### config.mk
export PLATFORM = sky130hd
export DESIGN_NAME = ppt_cmd_scheduler_flat
export DESIGN_NICKNAME = d
export VERILOG_FILES = /design/src/rtl/ppt_cmd_scheduler_if.sv /design/src/rtl/ppt_cmd_scheduler.sv /design/src/flat_wrapper.sv
export SDC_FILE = /design/constraint.sdc
export NUM_CORES = 1
export LEC_CHECK = 0
export CORE_UTILIZATION = 57
export CTS_CLUSTER_DIAMETER = 120
export CTS_CLUSTER_SIZE = 30
export DETAILED_ROUTE_END_ITERATION = 7
export PLACE_DENSITY = 0.78
export SYNTH_ARGS = -nofsm -noshare
export SYNTH_HDL_FRONTEND = slang
export SYNTH_SLANG_ARGS = --single-unit
export TNS_END_PERCENT = 10
### constraint.sdc
create_clock -name clk -period 2.7 [get_ports clk]
set_clock_uncertainty 0.05 [all_clocks]
set_input_delay 0.54 -clock clk [delete_from_list [all_inputs] [get_ports clk]]
set_output_delay 0.54 -clock clk [all_outputs]
set_load 0.05 [all_outputs]
### src/rtl/ppt_cmd_scheduler_if.sv
// Button and UART bundle of the presentation command scheduler.
// The master drives enable and raw buttons; the slave (scheduler) drives the rest.
interface ppt_cmd_scheduler_if;
    logic       ena;
    logic [3:0] btn;
    logic       tx;
    logic       busy;
    logic [3:0] pending;
    logic [7:0] cmd_code;

    modport master (
        output ena, btn,
        input  tx, busy, pending, cmd_code
    );

    modport slave (
        input  ena, btn,
        output tx, busy, pending, cmd_code
    );
endinterface

### src/rtl/ppt_cmd_scheduler.sv
// Debounced four-button command scheduler with round-robin UART 8N1 output.
// One pending request per button; one ASCII byte per granted press.
module ppt_cmd_scheduler #(
    parameter int DEBOUNCE_CYCLES = 16,
    parameter int CLKS_PER_BIT    = 8
) (
    input  logic                      clk,
    input  logic                      rst,
    ppt_cmd_scheduler_if.slave        bus
);
    localparam int DW = $clog2(DEBOUNCE_CYCLES + 1);
    localparam int BW = $clog2(CLKS_PER_BIT);
    localparam logic [DW-1:0] DB_LAST   = DW'(DEBOUNCE_CYCLES - 1);
    localparam logic [BW-1:0] BAUD_LAST = BW'(CLKS_PER_BIT - 1);

    typedef enum logic [1:0] {IDLE, START, DATA, STOP} state_t;

    logic [3:0]         sync1_q, sync2_q;
    logic [3:0]         db_q, db_d;
    logic [3:0][DW-1:0] cnt_q, cnt_d;
    logic [3:0]         pend_q, pend_d;
    logic [3:0]         press, grant;
    logic [1:0]         ptr_q, ptr_d;
    logic [1:0]         win, idx;
    logic               found;
    state_t             state_q, state_d;
    logic [BW-1:0]      baud_q, baud_d;
    logic [2:0]         bit_q, bit_d;
    logic [7:0]         shreg_q, shreg_d;
    logic [7:0]         code_q, code_d;
    logic               tx_q, tx_d;

    function automatic logic [7:0] code_of(input logic [1:0] b);
        logic [7:0] c;
        unique case (b)
            2'd0: c = 8'h4E;
            2'd1: c = 8'h50;
            2'd2: c = 8'h42;
            2'd3: c = 8'h53;
        endcase
        return c;
    endfunction

    // Debouncers: flip after DEBOUNCE_CYCLES consecutive differing samples.
    always_comb begin
        db_d  = db_q;
        cnt_d = cnt_q;
        press = '0;
        for (int i = 0; i < 4; i++) begin
            if (sync2_q[i] != db_q[i]) begin
                if (cnt_q[i] == DB_LAST) begin
                    cnt_d[i] = '0;
                    db_d[i]  = sync2_q[i];
                    press[i] = sync2_q[i] & bus.ena;
                end else begin
                    cnt_d[i] = cnt_q[i] + 1'b1;
                end
            end else begin
                cnt_d[i] = '0;
            end
        end
    end

    // Round-robin search starting just after the last winner.
    always_comb begin
        found = 1'b0;
        win   = ptr_q;
        idx   = ptr_q;
        for (int k = 1; k <= 4; k++) begin
            idx = ptr_q + 2'(k);
            if (!found && pend_q[idx]) begin
                found = 1'b1;
                win   = idx;
            end
        end
    end

    // Frame FSM next state, grant and pending update.
    always_comb begin
        state_d = state_q;
        baud_d  = baud_q;
        bit_d   = bit_q;
        shreg_d = shreg_q;
        code_d  = code_q;
        tx_d    = tx_q;
        ptr_d   = ptr_q;
        grant   = '0;
        unique case (state_q)
            IDLE: begin
                tx_d = 1'b1;
                if (bus.ena && found) begin
                    grant[win] = 1'b1;
                    ptr_d      = win;
                    code_d     = code_of(win);
                    shreg_d    = code_of(win);
                    tx_d       = 1'b0;
                    baud_d     = '0;
                    state_d    = START;
                end
            end
            START: begin
                if (baud_q == BAUD_LAST) begin
                    baud_d  = '0;
                    bit_d   = 3'd0;
                    tx_d    = shreg_q[0];
                    state_d = DATA;
                end else begin
                    baud_d = baud_q + 1'b1;
                end
            end
            DATA: begin
                if (baud_q == BAUD_LAST) begin
                    baud_d = '0;
                    if (bit_q == 3'd7) begin
                        tx_d    = 1'b1;
                        state_d = STOP;
                    end else begin
                        shreg_d = {1'b0, shreg_q[7:1]};
                        tx_d    = shreg_q[1];
                        bit_d   = bit_q + 3'd1;
                    end
                end else begin
                    baud_d = baud_q + 1'b1;
                end
            end
            STOP: begin
                if (baud_q == BAUD_LAST) begin
                    baud_d  = '0;
                    state_d = IDLE;
                end else begin
                    baud_d = baud_q + 1'b1;
                end
            end
            default: state_d = IDLE;
        endcase
        // A new press on the grant edge re-arms the same button.
        pend_d = (pend_q & ~grant) | press;
    end

    // State registers; reset forces the line idle-high immediately.
    always_ff @(posedge clk or posedge rst) begin
        if (rst) begin
            sync1_q <= '0;
            sync2_q <= '0;
            db_q    <= '0;
            cnt_q   <= '0;
            pend_q  <= '0;
            ptr_q   <= 2'd3;
            state_q <= IDLE;
            baud_q  <= '0;
            bit_q   <= '0;
            shreg_q <= '0;
            code_q  <= '0;
            tx_q    <= 1'b1;
        end else begin
            sync1_q <= bus.btn;
            sync2_q <= sync1_q;
            db_q    <= db_d;
            cnt_q   <= cnt_d;
            pend_q  <= pend_d;
            ptr_q   <= ptr_d;
            state_q <= state_d;
            baud_q  <= baud_d;
            bit_q   <= bit_d;
            shreg_q <= shreg_d;
            code_q  <= code_d;
            tx_q    <= tx_d;
        end
    end

    assign bus.tx       = tx_q;
    assign bus.busy     = (state_q != IDLE);
    assign bus.pending  = pend_q;
    assign bus.cmd_code = code_q;
endmodule

### src/flat_wrapper.sv
// flat-port wrapper written by rule: the top's interface ports become plain ports
module ppt_cmd_scheduler_flat 
#(
    parameter int DEBOUNCE_CYCLES = 16,
    parameter int CLKS_PER_BIT    = 8
)
  (clk, rst, bus_ena, bus_btn, bus_tx, bus_busy, bus_pending, bus_cmd_code);
  ppt_cmd_scheduler_if bus_i ();
  input  logic clk;
  input  logic rst;
  input wire logic [$bits(bus_i.ena)-1:0] bus_ena;
  input wire logic [$bits(bus_i.btn)-1:0] bus_btn;
  output wire logic [$bits(bus_i.tx)-1:0] bus_tx;
  output wire logic [$bits(bus_i.busy)-1:0] bus_busy;
  output wire logic [$bits(bus_i.pending)-1:0] bus_pending;
  output wire logic [$bits(bus_i.cmd_code)-1:0] bus_cmd_code;
  assign bus_i.ena = bus_ena;
  assign bus_i.btn = bus_btn;
  assign bus_tx = bus_i.tx;
  assign bus_busy = bus_i.busy;
  assign bus_pending = bus_i.pending;
  assign bus_cmd_code = bus_i.cmd_code;
  ppt_cmd_scheduler #(.DEBOUNCE_CYCLES(DEBOUNCE_CYCLES), .CLKS_PER_BIT(CLKS_PER_BIT)) u_core (.clk(clk), .rst(rst), .bus(bus_i));
endmodule
# Yosys cells after proc, flatten, opt, wreduce, memory -nomap -nowiden
# Index checks and enable logic that the tools add are counted.
totals:
  romBits: 0
  latch_bits: 0
  input_bits: 7
  regBits: 63
  wordCells: 145
  mem_count: 0
  ram_bits: 0
classes:
  addsub: 9
  muxes: 59
  magnitude_cmp: 6
  div: 0
  reduce_logical: 24
  shift: 0
  n_eq_ne: 22
  mul: 0
  bitwise_logic: 7
op_table:
  columns: ["cell", "n"]
  rows:
  - ["$mux 5", 8]
  - ["$pmux 8 s4", 1]
  - ["$mux 8", 3]
  - ["$mux 1", 21]
  - ["$add 5x1->5 const B", 4]
  - ["$eq 5x4->1 const B", 4]
  - ["$mux 2", 9]
  - ["$pmux 8 s2", 1]
  - ["$lt 2x3->1 const B", 5]
  - ["$mux 3", 5]
  - ["$pmux 3 s2", 2]
  - ["$ne 2x1->1 const B", 5]
  - ["$reduce_and 2->1", 5]
  - ["$bmux 1 s2", 4]
  - ["$eq 2x2->1 const B", 4]
  - ["$mux 4", 2]
  - ["$pmux 2 s4", 1]
  - ["$reduce_and 4->1", 2]
  - ["$add 3x1->3 const B", 2]
  - ["$eq 3x3->1 const B", 2]
  - ["$reduce_bool 2->1", 3]
  - ["$logic_and 1x1->1", 5]
  - ["$reduce_and 5->1", 1]
  - ["$add 2x2->2 const B", 2]
  - ["other kinds (16)", 26]

# Depth between registers and ports, before layout
depth:
  depth_word: 22
  mapped_depth: 8
  mapped_depth_nobuf: 7

# Worst setup path after synthesis
# Ideal clock, no wire load.
synth_path:
  path_kind: "reg-to-reg"
  startpoint: "register u_core.pend_q[1] (netlist: u_core.bus.pending[1])"
  endpoint: "register u_core.shreg_q[6]"
  synth_period_minus_slack_ns: 1.979
  path_slack_ns: 0.721
  t_arrival_ns: 1.792
  path_buffers: 1
  stages_incl_launch_ff: 7
  path_cell_list: "dfrtp_1 -> o41a_1 -> nand2b_1 -> o211a_2 -> buf_2 -> nor2_1 -> a21oi_1"
synth_between:
  elab_chain_len: 15
synth_lines:
  columns: ["item", "line_no", "text"]
  rows:
  - ["start, declared", "ppt_cmd_scheduler.sv:21", "logic [3:0] pend_q, pend_d;"]
  - ["start signal, assigned", "ppt_cmd_scheduler.sv:160", "pend_q <= pend_d;"]
  - ["$bmux 1 s2", "ppt_cmd_scheduler.sv:71", "if (!found && pend_q[idx]) begin"]
  - ["$mux 1 (not written as such)", "ppt_cmd_scheduler.sv:71", null]
  - ["$mux 1", "ppt_cmd_scheduler.sv:71", null]
  - ["$logic_not 1->1", "ppt_cmd_scheduler.sv:71", null]
  - ["$logic_and 1x1->1", "ppt_cmd_scheduler.sv:71", null]
  - ["$mux 1", "ppt_cmd_scheduler.sv:71", null]
  - ["$logic_not 1->1", "ppt_cmd_scheduler.sv:71", null]
  - ["$logic_and 1x1->1", "ppt_cmd_scheduler.sv:71", null]
  - ["$mux 1", "ppt_cmd_scheduler.sv:71", null]
  - ["$logic_not 1->1", "ppt_cmd_scheduler.sv:71", null]
  - ["$logic_and 1x1->1", "ppt_cmd_scheduler.sv:71", null]
  - ["$mux 1 (*)", "ppt_cmd_scheduler.sv:71", null]
  - ["$logic_and 1x1->1 (*)", "ppt_cmd_scheduler.sv:91", "if (bus.ena && found) begin"]
  - ["$ne 2x1->1 (no line) (*)", null, null]
  - ["$reduce_and 4->1 (no line) (*)", null, null]
  - ["end signal, assigned", "ppt_cmd_scheduler.sv:165", "shreg_q <= shreg_d;"]
  - ["end, declared", "ppt_cmd_scheduler.sv:29", "logic [7:0] shreg_q, shreg_d;"]
# Every way passes the cells marked *; elsewhere a longest branch is shown, timed or not. The select of a mux whose other input is x is not followed.
# A chain may end at the register's enable or synchronous reset.

# Worst setup path in the final report
layout_path:
  startpoint: "register u_core.state_q[0]"
  endpoint: "output bus_busy"
layout_between:
  elab_chain_len: 1
layout_lines:
  columns: ["item", "line_no", "text"]
  rows:
  - ["start, declared", "ppt_cmd_scheduler.sv:26", "state_t state_q, state_d;"]
  - ["start signal, assigned", "ppt_cmd_scheduler.sv:162", "state_q <= state_d;"]
  - ["$reduce_bool 2->1", "ppt_cmd_scheduler.sv:172", "assign bus.busy = (state_q != IDLE);"]
  - ["end, declared", "flat_wrapper.sv:14", "output wire logic [$bits(bus_i.busy)-1:0] bus_busy;"]
# No other way between the ends.

==> impl_summary.log <==
INFO  metric outcome = finished clean
INFO  metric syn_inst = 246
INFO  metric grt_setup_unrepaired = false
INFO  metric synth.top_cells.by_area = sky130_fd_sc_hd__dfrtp_1, sky130_fd_sc_hd__ha_1, sky130_fd_sc_hd__nor2_1
INFO  metric h-tree-depth = 3
INFO  metric grt-ovfl-total = 0
INFO  metric detail_route.first_pass.iterations = 4
INFO  metric finalWeightedCongestion = 0.7564
INFO  metric nets = 291
INFO  metric slew_viol_final = 0
INFO  metric grt_start_max_net_pins = 31
INFO  metric design.die.area = 4890 um^2
INFO  metric antenna_violating_nets_post_route = 0
INFO  metric end_kind = output pin
INFO  metric hold_violations = 0
INFO  metric setup_viol = 0
INFO  metric worst_hold_path.num_cells = 0
INFO  metric fp.dieH = 69.93 um
INFO  metric period_minus_slack = 2.522 ns
INFO  metric synth.distinct_cells = 34
INFO  metric post_cts_resized = 0
INFO  metric drt-vias-per-instance = 5.387
INFO  metric synth.largest_area_cell = sky130_fd_sc_hd__dfrtp_1
INFO  metric cts_buffers = 9
INFO  metric r2r_cells = 5
INFO  metric routed_wire_length_per_instance = 13.60 um
INFO  metric syn-cell-area = 2630 um^2
INFO  metric synth.ff_latch_count = 59
INFO  metric ctsHoldBuffers = 0
INFO  metric site_row_count = 24
INFO  metric synth.yosys.seq_area_share = 56.28%
INFO  metric die_width = 69.93 um
INFO  metric fin_setup_tns = 0 ns
INFO  metric clock_insertion_delay_worst_skew = 0.33 ns
INFO  metric drc = 0
INFO  metric cts_tree = built
INFO  metric worstPathArrival = 1.93 ns
INFO  metric worst_min_delay_path_category = flip-flop to flip-flop
INFO  metric power.density = 591.6 nW/um^2
INFO  metric worst-endpoint-required = 2.11 ns
INFO  metric detailedPlacementHpwl = 3015 um
INFO  metric synth_largest_type_area_fraction = 53.28%
INFO  metric drive_gt1_share = 11.96%
INFO  metric max_cap_violation_count = 0
INFO  metric warnings_from_yosys = 0
INFO  metric num_vias = 1767
INFO  metric hold-worst-slack = 0.3011 ns
INFO  metric startpoint_type = flip-flop
INFO  metric grt_first_pass_wirelength = 7769 um
INFO  metric period_share = 93.39%
INFO  metric worst_slew_margin_rel = 58.08%
INFO  metric clkSinkCount = 59
INFO  metric antenna_found_initial = 0
INFO  metric drt_wl_total = 4461 um
INFO  metric area_grow_syn2layout = 16.79%
INFO  metric first_global_vias = 1759
INFO  metric grt_util_all_layers = 20.98%
INFO  metric cts.repair_timing.setup_buffer_count = 0
INFO  metric detailedRoute.firstIterationViolations = 99
INFO  metric clock_tree.buffer_depth = 2
INFO  metric ws_path_type = flip-flop to output pin
INFO  metric design.core.area = 4384 um^2
INFO  metric power.ir.vdd_worst = 0.4192 mV
INFO  metric diodes = 0
INFO  metric floorplan.initialDensity = 59.99%
INFO  metric port_buffers = 18
INFO  metric postSynthAreaPerCell = 10.69 um^2
INFO  metric i_o_pin_total = 21
INFO  metric cellLeakagePower = 1.522 nW
INFO  metric worstMarginPinSlew = 0.6279 ns
INFO  metric cts.root.buffer_cell = sky130_fd_sc_hd__clkbuf_8
INFO  metric critPathMaxFanout = 6
INFO  metric clock.fmax = 396.6 MHz
INFO  metric clk_slew_on_worst_s_h_paths = 0.06 ns
## layout by cell type (no fill, tap or decap), types with 10 or more instances in the layout
cell type                         count
sky130_fd_sc_hd__nand3_1             10
sky130_fd_sc_hd__ha_1                13
sky130_fd_sc_hd__clkbuf_8            12
sky130_fd_sc_hd__xor2_1              12
sky130_fd_sc_hd__clkdlybuf4s50_1     18
sky130_fd_sc_hd__nand2_1             25
sky130_fd_sc_hd__nor2_1              31
sky130_fd_sc_hd__dfrtp_1             56
sky130_fd_sc_hd__o21ai_0             15
sky130_fd_sc_hd__inv_1               10
## report_power, final
group / switching [mW] / internal (mW) / leakage, nW
Combinational: 0.0412 / 0.0272 / 0.653
Sequential: 0.0149 / 0.905 / 0.760
Clock: 0.331 / 0.498 / 0.108
Total: 0.387 / 1.43 / 1.52
## flip-flops by register name, indices dropped and copies added, names as in the netlist
signal               flops
u_core.bus.tx            1
u_core.cnt_q            20
u_core.state_q           2
u_core.sync1_q           4
u_core.bit_q             3
u_core.bus.pending       4
u_core.sync2_q           4
u_core.baud_q            3
u_core.db_q              4
u_core.bus.cmd_code      5
u_core.shreg_q           7
u_core.ptr_q             2
## per-stage QoR
step / power (mW) / util [%] / instance area [um^2] / instances / setup slack (ns)
2_1_floorplan: 0.9793 / - / 2634 / 247 / 0.6586
3_3_place_gp: 1.002 / 65.21 / 2859 / 312 / 0.3756
3_5_place_dp: 1.005 / 65.21 / 2859 / 312 / 0.2827
4_1_cts: 1.834 / 70.06 / 3072 / 328 / 0.1522
5_1_grt: 1.892 / 70.06 / 3072 / 328 / 0.06676
6_report: 1.817 / 70.06 / 3072 / 328 / 0.1784
## per-layer routing
layer  wire length [um]  GRT usage [%]
met1               2172          27.24
met2               2005          31.30
met3                176          6.926
met4                106          11.33
met5                  0              0
## critical path, cell delays in order, from the launching register on
cell and delay (ns):
sky130_fd_sc_hd__dfrtp_1 0.37, sky130_fd_sc_hd__inv_1 0.09, sky130_fd_sc_hd__ha_1 0.27, sky130_fd_sc_hd__inv_1 0.07
sky130_fd_sc_hd__clkdlybuf4s50_1 0.79
## path summary, 6_finish.rpt
| path | startpoint | end | slack, ns |
|---|---|---|---|
| max | u_core.state_q[0] | bus_busy | 0.18 |
| min | u_core.sync1_q[0] | u_core.sync2_q[0] | 0.30 |
| max reg2reg | u_core.ptr_q[1] | u_core.shreg_q[3] | 0.67 |
| min reg2reg | u_core.sync1_q[0] | u_core.sync2_q[0] | 0.30 |
| max in group asynchronous | rst | u_core.db_q[3] | 1.49 |
| min in group asynchronous | rst | u_core.bus.cmd_code[3] | 0.56 |
## Yosys cell counts
| cell | number |
|---|---|
| sky130_fd_sc_hd__o31ai_1 | 1 |
| sky130_fd_sc_hd__conb_1 | 1 |
| sky130_fd_sc_hd__buf_4 | 3 |
| sky130_fd_sc_hd__nor2_1 | 31 |
| sky130_fd_sc_hd__o41a_1 | 1 |
| sky130_fd_sc_hd__nand3b_1 | 3 |
| sky130_fd_sc_hd__nor3b_1 | 1 |
| sky130_fd_sc_hd__nor2b_1 | 1 |
| sky130_fd_sc_hd__buf_2 | 2 |
| sky130_fd_sc_hd__and3_1 | 5 |
| sky130_fd_sc_hd__a31oi_1 | 4 |
| sky130_fd_sc_hd__mux2_2 | 8 |
| sky130_fd_sc_hd__and2_1 | 7 |
| sky130_fd_sc_hd__o211a_2 | 1 |
| sky130_fd_sc_hd__o21ai_0 | 15 |
| sky130_fd_sc_hd__a21oi_1 | 6 |
| sky130_fd_sc_hd__a22oi_1 | 2 |
| sky130_fd_sc_hd__buf_6 | 1 |
| sky130_fd_sc_hd__clkbuf_1 | 1 |
| sky130_fd_sc_hd__xor2_1 | 12 |
| sky130_fd_sc_hd__nand2b_1 | 5 |
| sky130_fd_sc_hd__ha_1 | 13 |
| sky130_fd_sc_hd__o22ai_1 | 2 |
| sky130_fd_sc_hd__a22o_1 | 4 |
| sky130_fd_sc_hd__nand3_1 | 10 |
| sky130_fd_sc_hd__nor3_1 | 4 |
| sky130_fd_sc_hd__dfstp_2 | 3 |
| sky130_fd_sc_hd__nand2_1 | 25 |
| sky130_fd_sc_hd__mux2i_1 | 2 |
| sky130_fd_sc_hd__or3_1 | 2 |
| sky130_fd_sc_hd__a21o_2 | 2 |
| sky130_fd_sc_hd__o21ai_1 | 1 |
| sky130_fd_sc_hd__inv_1 | 11 |
| sky130_fd_sc_hd__dfrtp_1 | 56 |
## cells by family after synthesis
family / share of synthesized area [%]
AO/OA/AOI/OAI: 9.276
other: 0.1426
flip-flops: 56.28
multiplexers: 4.187
AND/OR/NAND/NOR: 16.56
buffers and inverters: 3.378
XOR/XNOR: 3.996
adder cells (fa/ha/maj): 6.185
## area by class of cell
cell class,instances,area [um^2]
Tap cell,52,65.06
Sequential cell,59,1480
Fill cell,315,1313
Clock inverter,4,47.55
Inverter,11,41.29
Timing Repair Buffer,20,207.7
Multi-Input combinational cell,170,1065
Clock buffer,12,165.2
No activity file was read; power rests on OpenSTA's default activity.
